==> config.mk <==
export PLATFORM = sky130hd
export DESIGN_NAME = prog_clk_divider
export DESIGN_NICKNAME = d
export VERILOG_FILES = /design/src/rtl/clkdiv_pkg.sv /design/src/rtl/clkdiv_channel.sv /design/src/rtl/prog_clk_divider.sv
export SDC_FILE = /design/constraint.sdc
export NUM_CORES = 1
export LEC_CHECK = 0
export CAP_MARGIN = 20
export CELL_PAD_IN_SITES_DETAIL_PLACEMENT = 0
export CELL_PAD_IN_SITES_GLOBAL_PLACEMENT = 1
export CORE_ASPECT_RATIO = 0.8
export CORE_MARGIN = 1.5
export CORE_UTILIZATION = 40
export DETAILED_ROUTE_END_ITERATION = 12
export PLACE_DENSITY = 0.79
export RECOVER_POWER = 100
export SYNTH_ARGS = -nofsm -noshare
export SYNTH_HDL_FRONTEND = slang
export SYNTH_SLANG_ARGS = --single-unit
==> constraint.sdc <==
create_clock -name clk -period 4.6 [get_ports clk]
set_input_delay 0.69 -clock clk [delete_from_list [all_inputs] [get_ports clk]]
set_output_delay 0.69 -clock clk [all_outputs]
set_load 0.01 [all_outputs]
==> src/rtl/clkdiv_pkg.sv <==
// Shared constants and helpers for the programmable clock divider.
// No logic of its own; functions are pure combinational helpers.
// No flow control; consumers call the helpers at elaboration or in comb logic.
package clkdiv_pkg;

  // Default counter/divisor width used by the top-level parameter.
  localparam int CNT_W_DEF = 16;

  // Smallest divisor that still yields a real high and low phase.
  localparam int MIN_DIV = 2;

  // Width of a channel index: never zero, even for a single channel.
  function automatic int ch_idx_w(input int n);
    return (n <= 1) ? 1 : $clog2(n);
  endfunction

  // Divisors 0 and 1 would collapse the period, so they are raised to MIN_DIV.
  function automatic logic [31:0] clamp_div(input logic [31:0] v);
    return (v < 32'(MIN_DIV)) ? 32'(MIN_DIV) : v;
  endfunction

endpackage

==> src/rtl/clkdiv_channel.sv <==
// One divider channel: counter, active/shadow divisor, registered clk_out and tick.
// Latency: clk_out/tick reflect the counter value of the previous cycle (1 cycle).
// No backpressure: writes always land in the shadow; en=0 freezes the period.
// Optional ODD_DUTY50_EN adds a negedge flop that trims odd-N high phases to N/2.
module clkdiv_channel
  import clkdiv_pkg::*;
#(
  parameter int CNT_W       = CNT_W_DEF,
  parameter int DEFAULT_DIV = 8
) (
  input  logic             clk,
  input  logic             rst,
  input  logic             en,
  input  logic             sync,
  input  logic             wr_hit,
  input  logic [CNT_W-1:0] wr_val,
  output logic             pend,
  output logic             clk_out,
  output logic             tick
);

  localparam logic [CNT_W-1:0] DEF_DIV = CNT_W'(DEFAULT_DIV);

  logic [CNT_W-1:0] cnt;
  logic [CNT_W-1:0] act_div;
  logic [CNT_W-1:0] shd_div;
  logic [CNT_W-1:0] wr_clamped;
  logic [CNT_W:0]   high_len;
  logic             tc;
  logic             boundary;
  logic             clk_q;

  assign wr_clamped = CNT_W'(clamp_div(32'(wr_val)));
  // One extra bit so (N+1) cannot overflow for the largest divisor.
  assign high_len   = ({1'b0, act_div} + (CNT_W+1)'(1)) >> 1;
  assign tc         = (cnt == act_div - CNT_W'(1));
  // A period really ends only when the channel counts and sync does not override.
  assign boundary   = en & ~sync & tc;

  // Counter and registered outputs, all derived from the pre-edge count.
  always_ff @(posedge clk) begin
    if (rst) begin
      cnt   <= '0;
      clk_q <= 1'b0;
      tick  <= 1'b0;
    end else if (sync) begin
      cnt   <= '0;
      clk_q <= 1'b1;
      tick  <= 1'b0;
    end else if (en) begin
      clk_q <= ({1'b0, cnt} < high_len);
      tick  <= tc;
      cnt   <= tc ? '0 : cnt + CNT_W'(1);
    end else begin
      tick  <= 1'b0;
    end
  end

  // Divisor bookkeeping: writes park in the shadow unless they coincide with the boundary.
  always_ff @(posedge clk) begin
    if (rst) begin
      act_div <= DEF_DIV;
      shd_div <= DEF_DIV;
      pend    <= 1'b0;
    end else if (wr_hit && boundary) begin
      act_div <= wr_clamped;
      shd_div <= wr_clamped;
      pend    <= 1'b0;
    end else if (wr_hit) begin
      shd_div <= wr_clamped;
      pend    <= 1'b1;
    end else if (boundary && pend) begin
      act_div <= shd_div;
      pend    <= 1'b0;
    end
  end

`ifdef ODD_DUTY50_EN
  logic clk_n;

  // Half-cycle-late copy of the posedge register, reset on the same rst.
  always_ff @(negedge clk) begin
    if (rst) clk_n <= 1'b0;
    else     clk_n <= clk_q;
  end

  // The posedge high phase is (N+1)/2 cycles; overlapping it with the
  // half-cycle-late copy removes half a cycle, leaving exactly N/2 high.
  assign clk_out = act_div[0] ? (clk_q & clk_n) : clk_q;
`else
  assign clk_out = clk_q;
`endif

endmodule

==> src/rtl/prog_clk_divider.sv <==
// Multi-channel programmable clock divider with glitch-free divisor updates.
// Latency: outputs registered, one cycle after the counter state they reflect.
// No backpressure: writes to channels >= NUM_CH are dropped; ODD_DUTY50_EN optional.
module prog_clk_divider
  import clkdiv_pkg::*;
#(
  parameter int NUM_CH      = 4,
  parameter int CNT_W       = CNT_W_DEF,
  parameter int DEFAULT_DIV = 8
) (
  input  logic                          clk,
  input  logic                          rst,
  input  logic [NUM_CH-1:0]             en,
  input  logic                          sync_all,
  input  logic                          div_wr,
  input  logic [ch_idx_w(NUM_CH)-1:0]   div_ch,
  input  logic [CNT_W-1:0]              div_val,
  output logic [NUM_CH-1:0]             div_pend,
  output logic [NUM_CH-1:0]             clk_out,
  output logic [NUM_CH-1:0]             tick
);

  localparam int CH_W = ch_idx_w(NUM_CH);

  logic [NUM_CH-1:0] wr_hit;

  for (genvar i = 0; i < NUM_CH; i++) begin : g_ch
    // An out-of-range div_ch matches no channel, so the write simply vanishes.
    assign wr_hit[i] = div_wr && (div_ch == CH_W'(i));

    clkdiv_channel #(
      .CNT_W       (CNT_W),
      .DEFAULT_DIV (DEFAULT_DIV)
    ) u_ch (
      .clk     (clk),
      .rst     (rst),
      .en      (en[i]),
      .sync    (sync_all),
      .wr_hit  (wr_hit[i]),
      .wr_val  (div_val),
      .pend    (div_pend[i]),
      .clk_out (clk_out[i]),
      .tick    (tick[i])
    );
  end

endmodule

==> results.toml <==
[synth]
ys_seq_elements = 204
synth_edf_count = 0
synth_top_family_by_area = "simple AND/OR/NAND/NOR gates"
yosysWarnings = 0
synthCells = 1580
yosys.area_share.simple = 0.263
async_flop_share = 0
yosys.area_share.adder = 0.0712
seq_area_frac_synth = 0.323
synth_xor_area_frac = 0.133
synthMuxAreaShare = 0.0289
synth_ff_type = "dfxtp_1"
ys_types = 74
synth_area_per_cell_um2 = 8.01
synth_nets = 1678
syn_area_um2 = 12600
synth_compound_area_frac = 0.133

[setup_path]
critPathTopFamily = "buffers and inverters"
worst-setup-path-type = "in -> reg"
cpPeakStageDelay_ns = 1.95
crit_path_end_kind = "flip-flop"
crit_path_top_delay_cell = "clkbuf_1"
crit_path_start_kind = "input pin"
path_buf_inv = 2
critPathRequiredTime_ns = 4.99
critical_path.cell_chain = "clkbuf_2 -> clkbuf_1 -> nor2_1 -> o2bb2ai_1"
arrival_ns = 4.55
worst-path-max-fanout = 60

[clocking]
cts_hold_buf = 0
htreeDepth = 1
cts-buffers-inserted = 23
cts_tree = "built"
clockRootBuffer = "clkbuf_16"
cts_resized = 0
post_cts_buffers = 0
clock_latency_ns = 0.52
cts.clk_slew.worst_paths_ns = 0.06
clock_path_buffers = 3
clock_sinks = 204

[layout]
syn_to_final_growth_pct = 9.33
finalNonFillerCells = 1979
seqCellArea_um2 = 4080
multi_input_area_um2 = 7940
nFillCells = 3062
layout-drive-gt1-share = 0.0475
nNetsFinal = 1641
final_util = 0.442

[grt]
antenna_found_initial = 1
grt_usage = 0.195
first_global_vias = 9927
grt_overflow = 0
grt_first_pass_wirelength_mm = 52.8
grt_max_degree = 61

[sta]
fin_crit_ns = 4.16
tns_ns = 0
max_freq_mhz = 240
final_max_slew_viol_count = 57
period_share = 0.904
fin_worst_hold_slack_ns = 0.439
relSlewSlack = -0.753
rsz0062_at_grt = "false"
hold_viol_final = 0
final.setup_skew_ns = 0.0115
worst_pin_slew_ns = 2.63
setup_violations = 0

[die]
die_w_um = 202
rows = 58
core_area_um2 = 31300
ioPinCount = 38
fp.dieH_um = 162
initial_core_util = 0.404
dieArea_um2 = 32700

[job]
max_cap_viol_count = 1

[routing]
vias_per_cell = 5.39
drt_wl_total_mm = 32.2
drtPass1Iterations = 5
vias = 10676
routedWlPerCell_um = 16.3
drc = 0
drt_iter0_markers = 782
drt.antenna.violating_nets = 0

[pwr]
irDropWorstVdd_uv = 296
power_leakage_nw = 4.98
power_density_nw_per_um2 = 277

[run_status]
violations = "max-capacitance violations, max-slew violations"
status = "complete, but fails checks"

[placed_design]
io_buffers = 37
dp_hpwl_mm = 23.4
gp_congestion = 0.835
placedCellCount = 1937

[min_path]
hold_path.class = "reg -> reg"
[layout make-up]
cell class / count / share of cell area
Sequential cell: 204 / 0.295
Timing Repair Buffer: 45 / 0.0305
Inverter: 33 / 0.00896
Antenna cell: 1 / 0.000181
Clock inverter: 10 / 0.00760
Multi-Input combinational cell: 1236 / 0.574
Clock buffer: 30 / 0.0457
Tap cell: 420 / 0.0380
[report_power, final]
part	switching [mW]	internal, mW	total, mW
logic	0.129	0.0647	0.194
registers	0.0178	1.79	1.81
clock network	0.757	1.08	1.83
[layer usage]
layer  GRT usage  routed length [um]  up-vias
li1            -                   -     5427
met1       0.295               16800     5033
met2       0.299               13500      188
met3      0.0235                1420       26
met4      0.0339                 458        2
met5           0                  13        -
[flip-flops by register name, summed over array words and instances (netlist names)]
register           flops
g_ch.u_ch.act_div     64
g_ch.u_ch.clk_out      4
g_ch.u_ch.cnt         64
g_ch.u_ch.pend         4
g_ch.u_ch.shd_div     64
g_ch.u_ch.tick         4
[Yosys cell counts (16+ instances only)]
master,count,area [um^2]
a211oi_1,17,128
a21oi_1,96,480
and3_1,31,194
clkbuf_1,75,282
dfxtp_1,204,4080
ha_1,72,901
inv_1,32,120
mux2_2,19,214
nand2_1,204,766
nand3_1,57,285
nand3b_1,20,150
nand4_1,27,169
nor2_1,159,597
nor2b_1,30,188
nor3_1,40,200
nor4_1,24,150
o21ai_0,51,255
or4_1,16,120
xnor2_1,94,823
xor2_1,98,858
[metrics by stage]
stage | power, mW | worst slack [ns] | area, um^2
3_3_place_gp | 2.04 | 0.890 | 13100
5_1_grt | 3.96 | 0.188 | 13800
2_1_floorplan | 1.96 | 1.37 | 12600
4_1_cts | 3.88 | 0.733 | 13800
6_report | 3.84 | 0.440 | 13800
3_5_place_dp | 2.04 | 0.739 | 13100
[placed cells by master, fill, tap and decap left out, types with 5 or more instances in the layout]
master,n
dfxtp_1,204
inv_1,32
clkbuf_1,7
o2bb2ai_1,10
o21ai_0,52
or3_1,8
a221oi_1,9
nand4b_1,6
mux2i_1,14
clkbuf_16,23
and4_1,5
o21a_1,6
xor2_1,98
a31oi_1,13
xnor2_1,94
nor2b_1,30
a21o_1,10
a21oi_1,96
nor3_1,40
and3_1,31
nand2_1,204
a211oi_1,18
ha_1,72
nor2_1,160
dlygate4sd3_1,13
mux2_2,19
nor4_1,25
clkinv_2,6
clkdlybuf4s50_1,23
nand4_1,27
nand2b_1,13
o31ai_1,8
nand3_1,57
o211ai_1,11
nand3b_1,20
or2_2,6
or4_1,17
[logic make-up after synthesis]
kind of cell	Yosys count
AO/OA/AOI/OAI	265
XOR/XNOR	192
adder cells (fa/ha/maj)	72
buffers and inverters	140
flip-flops	204
multiplexers	34
AND/OR/NAND/NOR	673
[worst register-to-register path, stage by stage, from the launching register on]
cell and delay (ns):
dfxtp_1 0.41, or4_1 0.71, nor3_1 0.39, nand3_1 0.15
xnor2_1 0.16, nor4_1 0.35, nand4_1 0.40, nor2_1 0.97
mux2_2 0.43
[worst paths after layout]
kind | endpoint | startpoint | depth (start not counted) | slack, ns
max | g_ch[2].u_ch.act_div[0] | rst | 4 | 0.44
min | g_ch[0].u_ch.shd_div[3] | g_ch[0].u_ch.shd_div[3] | 2 | 0.44
max reg2reg | g_ch[0].u_ch.act_div[14] | g_ch[0].u_ch.act_div[2] | 8 | 0.50
min reg2reg | g_ch[0].u_ch.shd_div[3] | g_ch[0].u_ch.shd_div[3] | 2 | 0.44
No activity file was read; power rests on OpenSTA's default activity.
